## src/rtl/uart_rx.sv

```systemverilog
// 8N1 serial receiver: two-flop synchroniser, falling-edge start detection,
// mid-bit sampling and one-cycle valid / framing-error strobes.
module uart_rx #(
  parameter int CLK_FREQ = 50_000_000,
  parameter int BAUD     = 115200
) (
  input  logic       clk,
  input  logic       rst,
  input  logic       uart_rxd,
  output logic [7:0] rx_data_o,
  output logic       rx_valid_o,
  output logic       rx_frame_err_o,
  output logic       rx_busy_o
);

  localparam int N  = CLK_FREQ / BAUD;
  localparam int H  = N / 2;
  localparam int CW = (N > 1) ? $clog2(N) : 1;

  generate
    if (N < 4) begin : g_bad_ratio
      $error("uart_rx: CLK_FREQ / BAUD must be at least 4");
    end
  endgenerate

  localparam logic [CW-1:0] CNT_HALF = CW'(H - 1);
  localparam logic [CW-1:0] CNT_FULL = CW'(N - 1);

  typedef enum logic [1:0] {IDLE, START, DATA, STOP} state_t;

  state_t          state, state_nxt;
  logic            s1, s2, s2_d;
  logic [1:0]      fill;
  logic            armed;
  logic            fall;
  logic [CW-1:0]   cnt;
  logic [2:0]      bitidx;
  logic [7:0]      shreg;

  // fill/armed keep the reset value of s2 from counting as a real high level,
  // so a line held low through reset cannot fake a start edge.
  always_ff @(posedge clk or negedge rst) begin
    if (!rst) begin
      s1    <= 1'b1;
      s2    <= 1'b1;
      s2_d  <= 1'b1;
      fill  <= 2'b00;
      armed <= 1'b0;
    end else begin
      s1   <= uart_rxd;
      s2   <= s1;
      s2_d <= s2;
      fill <= {fill[0], 1'b1};
      if (fill[1] && s2) armed <= 1'b1;
    end
  end

  assign fall = armed && s2_d && !s2;

  always_ff @(posedge clk or negedge rst) begin
    if (!rst) state <= IDLE;
    else      state <= state_nxt;
  end

  always_comb begin
    state_nxt = state;
    case (state)
      IDLE:  if (fall) state_nxt = START;
      START: if (cnt == CNT_HALF) state_nxt = s2 ? IDLE : DATA;
      DATA:  if (cnt == CNT_FULL && bitidx == 3'd7) state_nxt = STOP;
      STOP:  if (cnt == CNT_FULL) state_nxt = IDLE;
      default: state_nxt = IDLE;
    endcase
  end

  always_comb begin
    rx_busy_o = (state != IDLE);
  end

  always_ff @(posedge clk or negedge rst) begin
    if (!rst) begin
      cnt            <= '0;
      bitidx         <= 3'd0;
      shreg          <= 8'h00;
      rx_data_o      <= 8'h00;
      rx_valid_o     <= 1'b0;
      rx_frame_err_o <= 1'b0;
    end else begin
      rx_valid_o     <= 1'b0;
      rx_frame_err_o <= 1'b0;
      case (state)
        IDLE: begin
          cnt    <= '0;
          bitidx <= 3'd0;
        end
        START: begin
          if (cnt == CNT_HALF) begin
            cnt    <= '0;
            bitidx <= 3'd0;
          end else begin
            cnt <= cnt + CW'(1);
          end
        end
        DATA: begin
          if (cnt == CNT_FULL) begin
            shreg[bitidx] <= s2;
            cnt           <= '0;
            bitidx        <= bitidx + 3'd1;
          end else begin
            cnt <= cnt + CW'(1);
          end
        end
        STOP: begin
          if (cnt == CNT_FULL) begin
            cnt <= '0;
            if (s2) begin
              rx_data_o  <= shreg;
              rx_valid_o <= 1'b1;
            end else begin
              rx_frame_err_o <= 1'b1;
            end
          end else begin
            cnt <= cnt + CW'(1);
          end
        end
        default: cnt <= '0;
      endcase
    end
  end

endmodule

```

## config.mk

```make
export PLATFORM = sky130hd
export DESIGN_NAME = uart_rx
export DESIGN_NICKNAME = d
export VERILOG_FILES = /design/src/rtl/uart_rx.sv
export SDC_FILE = /design/constraint.sdc
export NUM_CORES = 1
export LEC_CHECK = 0
export ABC_CLOCK_PERIOD_IN_PS = 2000
export CAP_MARGIN = 20
export CORE_ASPECT_RATIO = 0.7
export CORE_MARGIN = 1.5
export CORE_UTILIZATION = 45
export CTS_CLUSTER_DIAMETER = 40
export DETAILED_ROUTE_END_ITERATION = 8
export DONT_BUFFER_PORTS = 1
export PLACE_DENSITY = 0.66
export SYNTH_ARGS = -nofsm -noshare
export SYNTH_HDL_FRONTEND = slang
export SYNTH_SLANG_ARGS = --single-unit
```

## constraint.sdc

```tcl
create_clock -name clk -period 2 [get_ports clk]
set_input_delay 0.4 -clock clk [delete_from_list [all_inputs] [get_ports clk]]
set_output_delay 0.4 -clock clk [all_outputs]
set_load 0.01 [all_outputs]
```

==> impl_metrics.csv <==
group,metric,value,unit
setup_path,crit_fanout,10,
setup_path,timing.critical_path.to,"cnt[1]",
setup_path,required,2.12,ns
clocking,cts_tree,"done",
floorplan,die_width,77.8,microns
final_layout,final_common_cell,"dfrtp_1",
setup_path,worstPathCellList,"inv_1, ha_1, or4b_4, o21ai_2, a21boi_0",
final_layout,drive_gt1_frac,0.255,
global_routing,grt-ovfl-total,0,
clocking,htree_num_levels,2,
synth,synthCells,144,
synth,synth-main-ff-cell,"dfrtp_1",
power_and_ir_drop,switching_share,0.284,
global_routing,grt_use_total,0.178,
sta,period_needed,1.88,ns
power_and_ir_drop,power_leakage,0.887,nW
synth,synth-seq-area-share,0.542,
clocking,clkLatencyLatePin,0.28,ns
detailed_routing,drt_first_pass_iters,4,
setup_path,critical_path_class,"flip-flop to flip-flop",
sta,slew_viol_final,0,
global_routing,grt_pass1_vias,1150,
floorplan,dieArea,4310,sq um
final_layout,layout.area.seq,955,sq um
final_layout,utilization,0.539,
final_layout,n_fill_cell,312,
synth,ys_async_sr_fraction,1.00,
synth,synth-seq-cells,38,
detailed_routing,initialDrtViolationCount,105,
sta,fin_crit_sh,0.941,
synth,synth.avg_cell_area,12.2,sq um
power_and_ir_drop,ir_worst_vdd,0.510,mV
clocking,cts_buffers,5,
final_layout,fin_nets,160,
power_and_ir_drop,p_sw,0.471,mW
sta,skew,0.00641,ns
power_and_ir_drop,intPower,1.19,mW
setup_path,r2r_slack,0.12,ns
detailed_routing,vias,1216,
power_and_ir_drop,pwr-share-seq,0.545,
final_layout,final_cell_mix,"35 x dfrtp_1, 16 x mux2_2, 11 x nand4_1",
setup_path,critPathBufInv,1,
setup_path,cp_slowest_cell,"or4b_4",
sta,rsz0062_at_grt,"no",
setup_path,r2r_end,"cnt[1]",
detailed_routing,drcViolationCount,0,
clocking,cts.path.max_buffers,2,
detailed_routing,ant_nets,0,
placement,place.gp.congestion,0.813,
clocking,cts_setup_buffers,0,
sta,timing.fmax,0.531,GHz
floorplan,die_y,55.4,microns
clocking,clock_sinks,38,
sta,finalSetupTns,0,ns
setup_path,max_stage_delay,0.50,ns
setup_path,timing.rr.start,"cnt[0]",
run,maxCapViolations,0,
global_routing,antenna_found_initial,0,
clocking,clk_pin_slew_worst_paths,0.07,ns
floorplan,core,3630,sq um
min_path,holdPathStages,0,
detailed_routing,via_per_inst,5.99,
detailed_routing,wl_per_cell,17.4,microns
final_layout,multi_input_area,768,sq um
synth,synth_area,1760,sq um
setup_path,cp.arrival,2.00,ns
power_and_ir_drop,power_density,850,nW/um^2
synth,synth_nets,152,
sta,timing.hold.ws,0.116,ns
power_and_ir_drop,clkPwrFrac,0.297,
setup_path,crit_family,"compound AO/OA/AOI/OAI gates",
setup_path,crit_cells,5,
synth,synth.distinct_cells,39,
synth,ys_warn_count,0,
floorplan,initial_utilization,0.486,
global_routing,grt_pass1_wl,5910,microns
setup_path,critPathLaunchType,"flip-flop",
floorplan,row_count,18,
placement,io_buffers,0,
min_path,min_path_type,"input port to flip-flop",
synth,synth_edf_count,0,
detailed_routing,routed_wl,3540,microns
power_and_ir_drop,p_comb_frac,0.159,
global_routing,grt_max_degree,39,
floorplan,io_pins,14,
final_layout,antennaDiodeCount,0,
setup_path,crit_path_start,"cnt[0]",
clocking,cts_root_buf,"clkbuf_8",
sta,hold_violations,0,
final_layout,syn_to_final_growth,10.9,%
setup_path,critical_path.endpoint_type,"flip-flop",
sta,setup_viol,0,
placement,place_hpwl,2460,microns
setup_path,r2r_cells,5,
power_and_ir_drop,power,1.66,mW
run_status,status,"finished clean",
power by group through the flow:
stage,Sequential (mW),Clock (mW),Combinational [mW]
5_1_grt,0.913,0.568,0.294
2_1_floorplan,0.896,0,0.181
6_report,0.904,0.493,0.264
3_3_place_gp,0.910,0,0.223
4_1_cts,0.901,0.510,0.264
3_5_place_dp,0.915,0,0.243
layer usage:
| metal | GRT usage | up-vias | part of all wire |
|---|---|---|---|
| met5 | 0 | - | 0 |
| li1 | - | 570 | - |
| met4 | 0.0312 | 0 | 0 |
| met1 | 0.266 | 609 | 0.48 |
| met3 | 0.0645 | 0 | 0.071 |
| met2 | 0.250 | 37 | 0.45 |
cells in the mapped netlist, types with 2 or more instances:
library cell / count / area (sq um)
a21oi_1: 4 / 20.0
ha_1: 5 / 62.6
dfrtp_1: 35 / 876
clkbuf_1: 5 / 18.8
o211ai_1: 3 / 22.5
nor4b_1: 2 / 17.5
or4_1: 3 / 22.5
a22oi_1: 4 / 30.0
nand4_1: 11 / 68.8
o311ai_0: 3 / 26.3
o21ai_0: 3 / 15.0
xor2_1: 2 / 17.5
dfstp_2: 3 / 78.8
or3_1: 3 / 18.8
mux2_2: 16 / 180
nand2_1: 6 / 22.5
nor4bb_1: 2 / 20.0
nand3_1: 7 / 35.0
inv_1: 3 / 11.3
nor4_1: 2 / 12.5
buf_2: 2 / 10.0
a21o_1: 2 / 15.0
nor2b_1: 2 / 12.5
sequential cells by signal, summed over array words and instances (netlist names), 2 cells and up, named ones only:
name and cells:
bitidx 3, cnt 9, fill 2, shreg 8
rx_data_o 8
through the flow:
stage	instances	instance area, sq um	setup WS, ns
global placement	193	1840	0.190
global route	203	1950	0.0251
finish	203	1950	0.118
floorplan	144	1760	0.305
CTS	203	1950	0.0878
detailed placement	193	1840	0.0999
layout make-up:
class | count | share of cell area
flip-flops and latches | 38 | 0.488
multi-input cells | 96 | 0.393
repair buffers | 8 | 0.0384
clock buffers | 6 | 0.0371
well taps | 50 | 0.0320
inverters | 3 | 0.00576
clock inverters | 2 | 0.00512
worst min path at each step:
stage / startpoint / slack (ns) / endpoint
6_report: uart_rxd / 0.12 / s1
5_1_grt: uart_rxd / 0.08 / s1
4_1_cts: uart_rxd / 0.10 / s1
3_5_place_dp: rst / 0.11 / fill[0]
3_3_place_gp: rst / 0.11 / cnt[6]
2_1_floorplan: rst / 0.10 / asynchronous set/reset pin
logic make-up (layout without fill, tap and decap cells):
family / Yosys count / count (layout) / synth area share
XOR/XNOR: 3 / 3 / 0.0149
buffers and inverters: 10 / 19 / 0.0227
AO/OA/AOI/OAI: 24 / 24 / 0.0944
multiplexers: 16 / 16 / 0.102
other: 1 / 1 / 0.00213
AND/OR/NAND/NOR: 47 / 47 / 0.187
adder cells (fa/ha/maj): 5 / 5 / 0.0355
flip-flops: 38 / 38 / 0.542
repair_timing:
item | in CTS | in global routing
gates resized for setup | 0 | 0
hold buffers | 2 | 0
endpoints found under the hold margin | 38 | 0
endpoints found under the setup margin | 0 | 1
No activity file was read; power rests on OpenSTA's default activity.
